## src/rtl/controle_jogo_if.sv

```systemverilog
// Signal bundle between the game-flow controller and its surroundings (buttons, start request, LED matrix).
// pulso_botoes and limpa_matriz are one-cycle commands with no back-pressure: the matrix must act on every cycle they are high.
interface controle_jogo_if;
    logic       iniciar;
    logic [7:0] botoes;
    logic       nivel_concluido;
    logic [7:0] pulso_botoes;
    logic       limpa_matriz;
    logic [2:0] nivel;
    logic [7:0] jogadas;
    logic       vitoria;
    logic       derrota;
    logic       jogando;
    logic [2:0] db_estado;

    modport master (
        output iniciar, botoes, nivel_concluido,
        input  pulso_botoes, limpa_matriz, nivel, jogadas, vitoria, derrota, jogando, db_estado
    );

    modport slave (
        input  iniciar, botoes, nivel_concluido,
        output pulso_botoes, limpa_matriz, nivel, jogadas, vitoria, derrota, jogando, db_estado
    );
endinterface

```

## src/rtl/controle_jogo.sv

```systemverilog
// Game-flow controller: debounces the puzzle buttons, serializes presses into one-hot toggle pulses,
// and sequences levels against a per-level timeout.
module controle_jogo #(
    parameter int          DEBOUNCE_CICLOS = 50000,
    parameter logic [31:0] TEMPO_NIVEL     = 32'd3000000000,
    parameter logic [2:0]  MAX_NIVEL       = 3'd4,
    parameter int          LAT_CHECA       = 2
) (
    input logic            clk,
    input logic            rst,
    controle_jogo_if.slave bus
);
    localparam int DB_W  = $clog2(DEBOUNCE_CICLOS + 1);
    localparam int LAT_W = $clog2(LAT_CHECA + 1);
    localparam logic [DB_W-1:0]  DB_LIM   = DB_W'(DEBOUNCE_CICLOS - 1);
    localparam logic [LAT_W-1:0] LAT_ULT  = LAT_W'(LAT_CHECA - 1);

    typedef enum logic [2:0] {
        INICIAL    = 3'd0,
        LIMPA      = 3'd1,
        JOGANDO    = 3'd2,
        CHECA      = 3'd3,
        PROX_NIVEL = 3'd4,
        VITORIA    = 3'd5,
        DERROTA    = 3'd6
    } estado_t;

    estado_t          estado, prox;
    logic [7:0]       amostra, estavel, pendente;
    logic [DB_W-1:0]  db_cnt;
    logic [31:0]      timer;
    logic [LAT_W-1:0] espera;
    logic [2:0]       nivel_r;
    logic [7:0]       jogadas_r;

    logic       mudou, aceita;
    logic [7:0] subida, concede, pulso;
    logic       limpa, inativo;

    // One shared counter: any change anywhere in the vector restarts the settle window.
    assign mudou   = (bus.botoes != amostra);
    assign aceita  = !mudou && (db_cnt == DB_LIM);
    assign subida  = aceita ? (bus.botoes & ~estavel) : 8'd0;
    assign concede = pendente & (~pendente + 8'd1);

    always_comb begin
        prox    = estado;
        pulso   = 8'd0;
        limpa   = 1'b0;
        inativo = 1'b0;
        case (estado)
            INICIAL: begin
                inativo = 1'b1;
                if (bus.iniciar) prox = LIMPA;
            end
            LIMPA: begin
                limpa = 1'b1;
                prox  = JOGANDO;
            end
            JOGANDO: begin
                if (timer == 32'd0) begin
                    prox = DERROTA;
                end else if (pendente != 8'd0) begin
                    pulso = concede;
                    prox  = CHECA;
                end
            end
            CHECA: begin
                // On the sampling cycle a completed level beats an expiring timer.
                if (espera == LAT_ULT) begin
                    if (bus.nivel_concluido)
                        prox = (nivel_r == MAX_NIVEL) ? VITORIA : PROX_NIVEL;
                    else if (timer == 32'd0)
                        prox = DERROTA;
                    else
                        prox = JOGANDO;
                end else if (timer == 32'd0) begin
                    prox = DERROTA;
                end
            end
            PROX_NIVEL: begin
                limpa = 1'b1;
                prox  = JOGANDO;
            end
            VITORIA, DERROTA: begin
                inativo = 1'b1;
                if (bus.iniciar) prox = LIMPA;
            end
            default: prox = INICIAL;
        endcase
    end

    always_ff @(posedge clk) begin
        if (rst) begin
            estado    <= INICIAL;
            amostra   <= 8'd0;
            estavel   <= 8'd0;
            db_cnt    <= '0;
            pendente  <= 8'd0;
            timer     <= 32'd0;
            espera    <= '0;
            nivel_r   <= 3'd0;
            jogadas_r <= 8'd0;
        end else begin
            estado  <= prox;
            amostra <= bus.botoes;

            if (mudou)
                db_cnt <= '0;
            else if (db_cnt != DB_LIM)
                db_cnt <= db_cnt + 1'b1;

            if (aceita)
                estavel <= bus.botoes;

            if (inativo || limpa)
                pendente <= 8'd0;
            else
                pendente <= (pendente & ~pulso) | subida;

            if (limpa)
                timer <= TEMPO_NIVEL;
            else if ((estado == JOGANDO || estado == CHECA) && timer != 32'd0)
                timer <= timer - 32'd1;

            if (estado == CHECA && espera != LAT_ULT)
                espera <= espera + 1'b1;
            else
                espera <= '0;

            if (prox == LIMPA)
                nivel_r <= 3'd0;
            else if (estado == PROX_NIVEL && nivel_r != MAX_NIVEL)
                nivel_r <= nivel_r + 3'd1;

            if (limpa)
                jogadas_r <= 8'd0;
            else if (pulso != 8'd0 && jogadas_r != 8'hFF)
                jogadas_r <= jogadas_r + 8'd1;
        end
    end

    assign bus.pulso_botoes = pulso;
    assign bus.limpa_matriz = limpa;
    assign bus.nivel        = nivel_r;
    assign bus.jogadas      = jogadas_r;
    assign bus.vitoria      = (estado == VITORIA);
    assign bus.derrota      = (estado == DERROTA);
    assign bus.jogando      = (estado == JOGANDO) || (estado == CHECA);
    assign bus.db_estado    = estado;
endmodule

```

## src/flat_wrapper.sv

```systemverilog
// flat-port wrapper written by rule: the top's interface ports become plain ports
module controle_jogo_flat 
#(
    parameter int          DEBOUNCE_CICLOS = 50000,
    parameter logic [31:0] TEMPO_NIVEL     = 32'd3000000000,
    parameter logic [2:0]  MAX_NIVEL       = 3'd4,
    parameter int          LAT_CHECA       = 2
)
  (clk, rst, bus_iniciar, bus_botoes, bus_nivel_concluido, bus_pulso_botoes, bus_limpa_matriz, bus_nivel, bus_jogadas, bus_vitoria, bus_derrota, bus_jogando, bus_db_estado);
  controle_jogo_if bus_i ();
  input logic clk;
  input logic rst;
  input wire logic [$bits(bus_i.iniciar)-1:0] bus_iniciar;
  input wire logic [$bits(bus_i.botoes)-1:0] bus_botoes;
  input wire logic [$bits(bus_i.nivel_concluido)-1:0] bus_nivel_concluido;
  output wire logic [$bits(bus_i.pulso_botoes)-1:0] bus_pulso_botoes;
  output wire logic [$bits(bus_i.limpa_matriz)-1:0] bus_limpa_matriz;
  output wire logic [$bits(bus_i.nivel)-1:0] bus_nivel;
  output wire logic [$bits(bus_i.jogadas)-1:0] bus_jogadas;
  output wire logic [$bits(bus_i.vitoria)-1:0] bus_vitoria;
  output wire logic [$bits(bus_i.derrota)-1:0] bus_derrota;
  output wire logic [$bits(bus_i.jogando)-1:0] bus_jogando;
  output wire logic [$bits(bus_i.db_estado)-1:0] bus_db_estado;
  assign bus_i.iniciar = bus_iniciar;
  assign bus_i.botoes = bus_botoes;
  assign bus_i.nivel_concluido = bus_nivel_concluido;
  assign bus_pulso_botoes = bus_i.pulso_botoes;
  assign bus_limpa_matriz = bus_i.limpa_matriz;
  assign bus_nivel = bus_i.nivel;
  assign bus_jogadas = bus_i.jogadas;
  assign bus_vitoria = bus_i.vitoria;
  assign bus_derrota = bus_i.derrota;
  assign bus_jogando = bus_i.jogando;
  assign bus_db_estado = bus_i.db_estado;
  controle_jogo #(.DEBOUNCE_CICLOS(DEBOUNCE_CICLOS), .TEMPO_NIVEL(TEMPO_NIVEL), .MAX_NIVEL(MAX_NIVEL), .LAT_CHECA(LAT_CHECA)) u_core (.clk(clk), .rst(rst), .bus(bus_i));
endmodule
```

## config.mk

```make
export PLATFORM = sky130hd
export DESIGN_NAME = controle_jogo_flat
export DESIGN_NICKNAME = d
export VERILOG_FILES = /design/src/rtl/controle_jogo_if.sv /design/src/rtl/controle_jogo.sv /design/src/flat_wrapper.sv
export SDC_FILE = /design/constraint.sdc
export NUM_CORES = 1
export LEC_CHECK = 0
export BUFFER_PORTS_ARGS = -buffer_cell sky130_fd_sc_hd__buf_2
export CAP_MARGIN = 20
export CORE_UTILIZATION = 60
export DETAILED_ROUTE_END_ITERATION = 7
export PLACE_DENSITY = 0.89
export SYNTH_ARGS = -nofsm -noshare
export SYNTH_HDL_FRONTEND = slang
export SYNTH_SLANG_ARGS = --single-unit
```

## constraint.sdc

```tcl
create_clock -name clk -period 8 [get_ports clk]
set_clock_uncertainty 0.2 [all_clocks]
set_input_delay 0 -clock clk [delete_from_list [all_inputs] [get_ports clk]]
set_output_delay 0 -clock clk [all_outputs]
set_load 0.05 [all_outputs]
```

==> run_summary.xml, run 1 <==
<?xml version="1.0" encoding="UTF-8"?>
<metrics>
  <group name="grt">
    <metric name="overall_global_routing_usage" unit="%">28.1</metric>
    <metric name="total_gr_overflow" unit="">0</metric>
    <metric name="antenna_violations_before_repair" unit="">0</metric>
    <metric name="grt_first_pass_wirelength" unit="µm">16300</metric>
    <metric name="grt_pass1_vias" unit="">3546</metric>
    <metric name="grt_max_degree" unit="">35</metric>
  </group>
  <group name="timing">
    <metric name="final-max-slew-violation-count" unit="">0</metric>
    <metric name="rsz0062_at_grt" unit="">no</metric>
    <metric name="max-slew-margin-rel" unit="%">34.8</metric>
    <metric name="finalCritPeriodShare" unit="%">45.0</metric>
    <metric name="max_freq" unit="MHz">278</metric>
    <metric name="transition_time_at_the_pin_with_the_least_slew_margin" unit="ns">0.973</metric>
    <metric name="fin_crit" unit="ns">3.60</metric>
    <metric name="report.final.hold_viol_count" unit="">0</metric>
    <metric name="timing.final.setup_violations" unit="">0</metric>
    <metric name="setup_tns" unit="ns">0</metric>
  </group>
  <group name="placed_design">
    <metric name="dp_hpwl" unit="µm">6240</metric>
    <metric name="numPlacedInstances" unit="">605</metric>
    <metric name="io_buffers" unit="">37</metric>
    <metric name="global_placement_routability_congestion" unit="">0.862</metric>
  </group>
  <group name="yosys">
    <metric name="synth-async-reset-ratio" unit="%">0</metric>
    <metric name="synth_edf_count" unit="">0</metric>
    <metric name="syn_area_per_cell" unit="µm²">8.59</metric>
    <metric name="synth.ff_latch_count" unit="">88</metric>
    <metric name="synth_seq_area_share" unit="%">41.1</metric>
    <metric name="synth_fp_nets" unit="">517</metric>
    <metric name="synthCells" unit="">499</metric>
    <metric name="yosys_warnings" unit="">0</metric>
    <metric name="synth_cell_types" unit="">52</metric>
    <metric name="post_synth_instance_area" unit="mm²">0.00428</metric>
    <metric name="synthFlopType" unit="">dfxtp_1</metric>
  </group>
  <group name="power">
    <metric name="p_leak" unit="nW">1.74</metric>
    <metric name="irDropWorstVdd" unit="mV">0.115</metric>
    <metric name="pwr_density_cell" unit="mW/mm²">223</metric>
  </group>
  <group name="critical_path">
    <metric name="reg2reg_to" unit="">u_core.pendente[3]</metric>
    <metric name="cp.required" unit="ns">7.80</metric>
    <metric name="crit_family" unit="">simple AND/OR/NAND/NOR gates</metric>
    <metric name="crit_path_cell_trace" unit="">inv_1, ha_1, or3b_2, or4_4, o31ai_2, nor3_1, and3b_1, buf_2</metric>
    <metric name="critical_path_buf_inv_count" unit="">2</metric>
    <metric name="rrSetupSlack" unit="ns">4.79</metric>
    <metric name="critical_path.slowest_cell" unit="">o31ai_2</metric>
    <metric name="critical_path_source_type" unit="">flip-flop</metric>
    <metric name="cp_slowest_stage_delay" unit="ns">0.80</metric>
    <metric name="crit_path_max_fanout" unit="">14</metric>
    <metric name="arrival" unit="ns">3.40</metric>
    <metric name="r2r_cells" unit="">7</metric>
    <metric name="timing.critical_path.from" unit="">u_core.timer[0]</metric>
    <metric name="critPathKind" unit="">flip-flop to primary output</metric>
    <metric name="critical_path.reg2reg.startpoint" unit="">u_core.timer[0]</metric>
    <metric name="endpoint_kind" unit="">primary output</metric>
  </group>
  <group name="clock_network">
    <metric name="cts.path.max_buffers" unit="">2</metric>
    <metric name="numCtsBuffers" unit="">9</metric>
    <metric name="post_cts_buffers" unit="">0</metric>
    <metric name="clkSlewWorstSetupHoldPaths" unit="ns">0.09</metric>
    <metric name="root_buffer" unit="">clkbuf_8</metric>
    <metric name="cts_tree" unit="">built</metric>
    <metric name="clock_sink_count" unit="">88</metric>
    <metric name="worstSkewPairLatency" unit="ns">0.38</metric>
    <metric name="number_of_levels_in_the_clock_h_tree" unit="">3</metric>
  </group>
  <group name="die">
    <metric name="placeableCoreArea" unit="mm²">0.00683</metric>
    <metric name="design.portCount" unit="">38</metric>
    <metric name="floorplan.initialDensity" unit="%">62.7</metric>
    <metric name="die_height" unit="µm">86.5</metric>
    <metric name="die_outline_area" unit="mm²">0.00748</metric>
    <metric name="die_x" unit="µm">86.5</metric>
    <metric name="num_rows" unit="">30</metric>
  </group>
  <group name="final_layout">
    <metric name="layout_cell_share_with_drive_strength_beyond_1" unit="%">12.7</metric>
    <metric name="area_growth" unit="%">13.5</metric>
    <metric name="diodes" unit="">0</metric>
    <metric name="final_net_count" unit="">557</metric>
    <metric name="post_layout_nonfiller_instances" unit="">640</metric>
  </group>
  <group name="routing">
    <metric name="drt_pass1_iterations" unit="">5</metric>
    <metric name="detail_route.vias_per_cell" unit="">6.13</metric>
    <metric name="drcViolationCount" unit="">0</metric>
    <metric name="finalWirelength" unit="µm">10100</metric>
    <metric name="final_antenna_net_count" unit="">0</metric>
    <metric name="drtIter0Drc" unit="">243</metric>
    <metric name="drt_wl_cell" unit="µm">15.8</metric>
    <metric name="via_count" unit="">3922</metric>
  </group>
  <group name="min_path">
    <metric name="holdCritStartpoint" unit="">u_core.espera[0]</metric>
    <metric name="hold-path-cell-count" unit="">1</metric>
    <metric name="hold_class" unit="">flip-flop to flip-flop</metric>
    <metric name="hold_path_endpoint" unit="">u_core.espera[0]</metric>
  </group>
  <group name="status">
    <metric name="run_status" unit="">complete, no violations</metric>
  </group>
  <group name="run">
    <metric name="max-cap-violations" unit="">0</metric>
  </group>
</metrics>
worst max-delay path by stage:
stage	end	cells after the start
finish	bus_pulso_botoes[5]	8
detailed placement	u_core.timer[28]	7
global placement	u_core.timer[28]	7
global route	bus_pulso_botoes[5]	8
CTS	bus_pulso_botoes[5]	8
floorplan	bus_pulso_botoes[2]	5
cell type report:
class                           instances  area (µm²)
Clock inverter                          7        77.6
Timing Repair Buffer                   56         370
Fill cell                             489        1970
Tap cell                               96         120
Multi-Input combinational cell        367        2340
Inverter                               17        63.8
Sequential cell                        88        1760
Clock buffer                            9         124
Yosys cell counts, types with 9 or more instances:
cell type	count	share of area, %
dfxtp_1	88	41
nor2_1	52	4.6
a21oi_1	35	4.1
or3_1	23	3.4
nand2_1	22	1.9
clkbuf_1	20	1.8
or4_1	20	3.5
o31ai_1	19	3.3
inv_1	17	1.5
nand3_1	17	2.0
nor3_1	16	1.9
o21ai_0	15	1.8
xor2_1	15	3.1
xnor2_1	14	2.9
a31oi_1	12	1.8
mux2i_1	12	2.8
nor2b_1	9	1.3
nor4_1	9	1.3
registers in the layout (all words and copies together), names as in the netlist:
| register | count |
|---|---|
| u_core.bus.jogadas | 8 |
| u_core.pendente | 8 |
| u_core.timer | 32 |
| u_core.espera | 2 |
| u_core.estavel | 8 |
| u_core.amostra | 8 |
| u_core.db_cnt | 16 |
| u_core.bus.db_estado | 3 |
| u_core.bus.nivel | 3 |
power breakdown:
| part | switching [mW] | internal (mW) | leakage [nW] |
|---|---|---|---|
| logic | 0.176 | 0.0941 | 0.930 |
| registers | 0.0297 | 0.464 | 0.714 |
| clock network | 0.173 | 0.148 | 0.101 |
| total | 0.379 | 0.706 | 1.74 |
metal layers:
| metal | wire length, µm | GRT usage, % | share of wire [%] | vias up |
|---|---|---|---|---|
| met3 | 516 | 8.48 | 5.1 | 27 |
| met5 | 0 | 0 | 0 | - |
| met2 | 5040 | 47.8 | 50 | 126 |
| met1 | 4270 | 32.9 | 42 | 1858 |
| li1 | - | - | - | 1911 |
| met4 | 275 | 12.3 | 2.7 | 0 |
cells in the final DEF (no fill, tap or decap), drive strengths merged, types with 14 or more instances in the layout:
| cell | count |
|---|---|
| inv | 20 |
| nor3 | 16 |
| a21oi | 35 |
| dfxtp | 88 |
| buf | 38 |
| nand3 | 17 |
| or4 | 23 |
| xnor2 | 14 |
| xor2 | 15 |
| nor2 | 52 |
| o31ai | 21 |
| o21ai | 15 |
| or3 | 23 |
| nand2 | 22 |
| dlygate4sd3 | 18 |
kinds of logic after synthesis:
kind of cell / count (synthesis) / share of synthesized area [%]
AOI/OAI and AO/OA: 105 / 15.9
xor gates and xnor gates: 29 / 5.93
adders and majority gates: 6 / 1.75
buffers and inverters: 44 / 4.15
DFF: 88 / 41.1
muxes: 12 / 2.80
and+or+nand+nor: 215 / 28.3
metrics by stage:
| step | util (%) | hold slack [ns] | worst slack [ns] | power [mW] | area [µm²] |
|---|---|---|---|---|---|
| finish | 71.2 | 0.232 | 4.40 | 1.08 | 4860 |
| global route | 71.2 | 0.252 | 4.22 | 1.14 | 4860 |
| CTS | 71.1 | 0.233 | 4.42 | 1.08 | 4860 |
| detailed placement | 65.5 | 0.0823 | 4.65 | 0.760 | 4480 |
| global placement | 65.5 | 0.0618 | 4.83 | 0.748 | 4480 |
| floorplan | - | -0.0718 | 4.71 | 0.711 | 4280 |
repair_timing:
action                    4_1_cts  5_1_grt
gates resized for setup         0        0
hold buffers                   18        0
hold endpoints to repair       43        0
worst register-to-register path, stage by stage (launching register included):
cell and delay, ns:
dfxtp_1 0.34, inv_1 0.10, ha_1 0.17, or3b_2 0.49, or4_4 0.61, o31ai_2 0.80, o21ai_0 0.24, a21oi_1 0.19
Note: power is estimated with default switching activity, not from simulation.
==> run 2: changes to the inputs <==
--- a/config.mk
+++ b/config.mk
@@ -5,6 +5,7 @@
 export SDC_FILE = /design/constraint.sdc
 export NUM_CORES = 1
 export LEC_CHECK = 0
+export ABC_AREA = 1
 export BUFFER_PORTS_ARGS = -buffer_cell sky130_fd_sc_hd__buf_2
 export CAP_MARGIN = 20
 export CORE_UTILIZATION = 60
==> constraint.sdc (replaced) <==
create_clock -name clk -period 3.7 [get_ports clk]
set_clock_uncertainty 0.2 [all_clocks]
set_input_delay 0 -clock clk [delete_from_list [all_inputs] [get_ports clk]]
set_output_delay 0 -clock clk [all_outputs]
set_load 0.05 [all_outputs]
==> run 2 against run 1 <==
  * Sequential share of layout area fell by 4.6 points
  * Global-route usage rose by 2.4 points
  * Final area up 15%
  * Routed wire length up 22%
  * Critical path depth grew 3
  * Cell count increased by 44%
  * Core utilization fell by 0.094 points
==> run_summary.xml, run 2 <==
<?xml version="1.0" encoding="UTF-8"?>
<metrics>
  <group name="status">
    <metric name="run_status" unit="">complete, no violations</metric>
  </group>
  <group name="grt">
    <metric name="grt_first_pass_wirelength" unit="µm">21200</metric>
    <metric name="antenna_violations_before_repair" unit="">0</metric>
    <metric name="total_gr_overflow" unit="">0</metric>
    <metric name="grt_max_degree" unit="">30</metric>
    <metric name="grt_pass1_vias" unit="">4952</metric>
    <metric name="overall_global_routing_usage" unit="%">30.5</metric>
  </group>
  <group name="die">
    <metric name="die_x" unit="µm">92.9</metric>
    <metric name="design.portCount" unit="">38</metric>
    <metric name="die_height" unit="µm">92.9</metric>
    <metric name="floorplan.initialDensity" unit="%">63.2</metric>
    <metric name="num_rows" unit="">32</metric>
    <metric name="die_outline_area" unit="mm²">0.00863</metric>
    <metric name="placeableCoreArea" unit="mm²">0.00785</metric>
  </group>
  <group name="placed_design">
    <metric name="numPlacedInstances" unit="">888</metric>
    <metric name="dp_hpwl" unit="µm">8360</metric>
    <metric name="io_buffers" unit="">37</metric>
    <metric name="place_ws" unit="ns">1.35</metric>
    <metric name="placed_cell_area" unit="mm²">0.00518</metric>
    <metric name="global_placement_routability_congestion" unit="">1.03</metric>
  </group>
  <group name="timing">
    <metric name="max-slew-margin-rel" unit="%">58.3</metric>
    <metric name="transition_time_at_the_pin_with_the_least_slew_margin" unit="ns">0.623</metric>
    <metric name="fin_crit" unit="ns">2.41</metric>
    <metric name="setup_slack" unit="ns">1.29</metric>
    <metric name="timing.final.setup_violations" unit="">0</metric>
    <metric name="finalCritPeriodShare" unit="%">65.3</metric>
    <metric name="setup_tns" unit="ns">0</metric>
    <metric name="report.final.hold_viol_count" unit="">0</metric>
    <metric name="final.hold.worst_slack" unit="ns">0.237</metric>
    <metric name="rsz0062_at_grt" unit="">no</metric>
    <metric name="final-max-slew-violation-count" unit="">0</metric>
    <metric name="max_freq" unit="MHz">414</metric>
  </group>
  <group name="yosys">
    <metric name="synthCells" unit="">764</metric>
    <metric name="synthDominantAreaCellType" unit="">dfxtp_1</metric>
    <metric name="synth.ff_latch_count" unit="">88</metric>
    <metric name="yosys_warnings" unit="">0</metric>
    <metric name="synth-async-reset-ratio" unit="%">0</metric>
    <metric name="synth_seq_area_share" unit="%">35.5</metric>
    <metric name="netlist.area_leader.share" unit="%">35.5</metric>
    <metric name="post_synth_instance_area" unit="mm²">0.00496</metric>
    <metric name="synth_fp_nets" unit="">782</metric>
    <metric name="synth_cell_types" unit="">37</metric>
    <metric name="synth_top_cells_by_area" unit="">dfxtp_1, nand2_1, nor2_1</metric>
    <metric name="syn_area_per_cell" unit="µm²">6.49</metric>
    <metric name="synth_edf_count" unit="">0</metric>
    <metric name="synth_most_common_cell" unit="">nand2_1</metric>
    <metric name="ranking_of_synthesized_cells_by_instance_count" unit="">nand2_1, nor2_1, dfxtp_1, nand3_1, inv_1</metric>
    <metric name="synthFlopType" unit="">dfxtp_1</metric>
  </group>
  <group name="clock_network">
    <metric name="post_cts_buffers" unit="">0</metric>
    <metric name="root_buffer" unit="">clkbuf_8</metric>
    <metric name="clock_sink_count" unit="">88</metric>
    <metric name="clkSlewWorstSetupHoldPaths" unit="ns">0.09</metric>
    <metric name="cts.path.max_buffers" unit="">2</metric>
    <metric name="number_of_levels_in_the_clock_h_tree" unit="">3</metric>
    <metric name="worstSkewPairLatency" unit="ns">0.38</metric>
    <metric name="cts_tree" unit="">built</metric>
    <metric name="numCtsBuffers" unit="">9</metric>
  </group>
  <group name="final_layout">
    <metric name="post_layout_nonfiller_instances" unit="">924</metric>
    <metric name="final_net_count" unit="">835</metric>
    <metric name="largest_reg_flops" unit="">32</metric>
    <metric name="area_growth" unit="%">12.5</metric>
    <metric name="final_area" unit="mm²">0.00558</metric>
    <metric name="mostFrequentLayoutCell" unit="">nand2_1</metric>
    <metric name="largest_registers" unit="">u_core.timer x32, u_core.db_cnt x16</metric>
    <metric name="largest-register" unit="">u_core.timer</metric>
    <metric name="utilization" unit="%">71.1</metric>
    <metric name="mostFrequentLayoutCells" unit="">nand2_1, nor2_1, dfxtp_1, nand3_1, inv_1</metric>
    <metric name="layout_cell_share_with_drive_strength_beyond_1" unit="%">11.9</metric>
    <metric name="diodes" unit="">0</metric>
  </group>
  <group name="routing">
    <metric name="finalWirelength" unit="µm">12300</metric>
    <metric name="via_count" unit="">5154</metric>
    <metric name="final_antenna_net_count" unit="">0</metric>
    <metric name="drt_wl_cell" unit="µm">13.3</metric>
    <metric name="drt_pass1_iterations" unit="">5</metric>
    <metric name="drtIter0Drc" unit="">441</metric>
    <metric name="detail_route.vias_per_cell" unit="">5.58</metric>
    <metric name="drcViolationCount" unit="">0</metric>
  </group>
  <group name="critical_path">
    <metric name="cp_slowest_stage_delay" unit="ns">0.38</metric>
    <metric name="critical_path_source_type" unit="">flip-flop</metric>
    <metric name="endpoint_kind" unit="">flip-flop</metric>
    <metric name="crit_path_max_fanout" unit="">18</metric>
    <metric name="crit_path_cell_trace" unit="">inv_1, ha_1, nand2_2, nor2_4, nand2_2, o21ai_4, buf_4, nand3_1, nand3_1, nand2_1, inv_1</metric>
    <metric name="arrival" unit="ns">2.53</metric>
    <metric name="critical_path.slowest_cell" unit="">o21ai_4</metric>
    <metric name="cp.required" unit="ns">3.82</metric>
    <metric name="critPathKind" unit="">flip-flop to flip-flop</metric>
  </group>
  <group name="power">
    <metric name="design_power_total" unit="mW">4.66</metric>
    <metric name="irDropWorstVdd" unit="mV">0.439</metric>
    <metric name="p_leak" unit="nW">2.45</metric>
    <metric name="pwr_density_cell" unit="mW/mm²">835</metric>
  </group>
  <group name="min_path">
    <metric name="hold_class" unit="">flip-flop to flip-flop</metric>
  </group>
  <group name="run">
    <metric name="max-cap-violations" unit="">0</metric>
  </group>
</metrics>
## run 2: cell families after synthesis
kind of cell,synth area share [%]
and+or+nand+nor,39.8
buffers and inverters,8.81
DFF,35.5
AOI/OAI and AO/OA,9.54
xor gates and xnor gates,4.77
adders and majority gates,1.51
## run 2: worst max-delay path, delay by kind of cell (launching register included)
kind / cells / cell delay [ns]
and+or+nand+nor: 6 / 0.67
buffers and inverters: 3 / 0.50
AOI/OAI and AO/OA: 1 / 0.38
DFF: 1 / 0.34
adders and majority gates: 1 / 0.27
## run 2: final cells by class
type / instances / area, µm²
multi-input combinational: 571 / 2760
fill: 604 / 2270
inverter: 87 / 327
clock buffer: 9 / 124
clock inverter: 7 / 72.6
sequential: 88 / 1760
tap: 102 / 128
timing repair buffer: 60 / 408
## run 2: power breakdown
part	switching [mW]	leakage (nW)	internal, mW
clock	0.395	0.0970	0.265
combinational	1.87	1.64	0.847
sequential	0.187	0.715	1.09
total	2.46	2.45	2.20
## run 2: what timing repair did
item | 4_1_cts | 5_1_grt
resized for setup | 0 | 0
hold endpoints to repair | 35 | 0
setup endpoints to repair | 0 | 0
hold buffers | 20 | 0
## run 2: worst paths after layout
path,from,to,slack (ns),depth (start not counted)
setup / recovery,u_core.timer[0],u_core.timer[23],1.29,11
hold / removal,u_core.espera[0],u_core.espera[0],0.24,1
setup reg to reg,u_core.timer[0],u_core.timer[23],1.29,11
hold reg to reg,u_core.espera[0],u_core.espera[0],0.24,1
## run 2: metal layers
metal | part of all wire (%) | wire length (µm) | global-route usage, % | vias to the layer above
li1 | - | - | - | 2567
met1 | 41 | 5090 | 35.3 | 2348
met2 | 49 | 6040 | 52.7 | 196
met3 | 6.1 | 747 | 7.72 | 43
met4 | 3.5 | 436 | 14.0 | 0
met5 | 0 | 0 | 0 | -
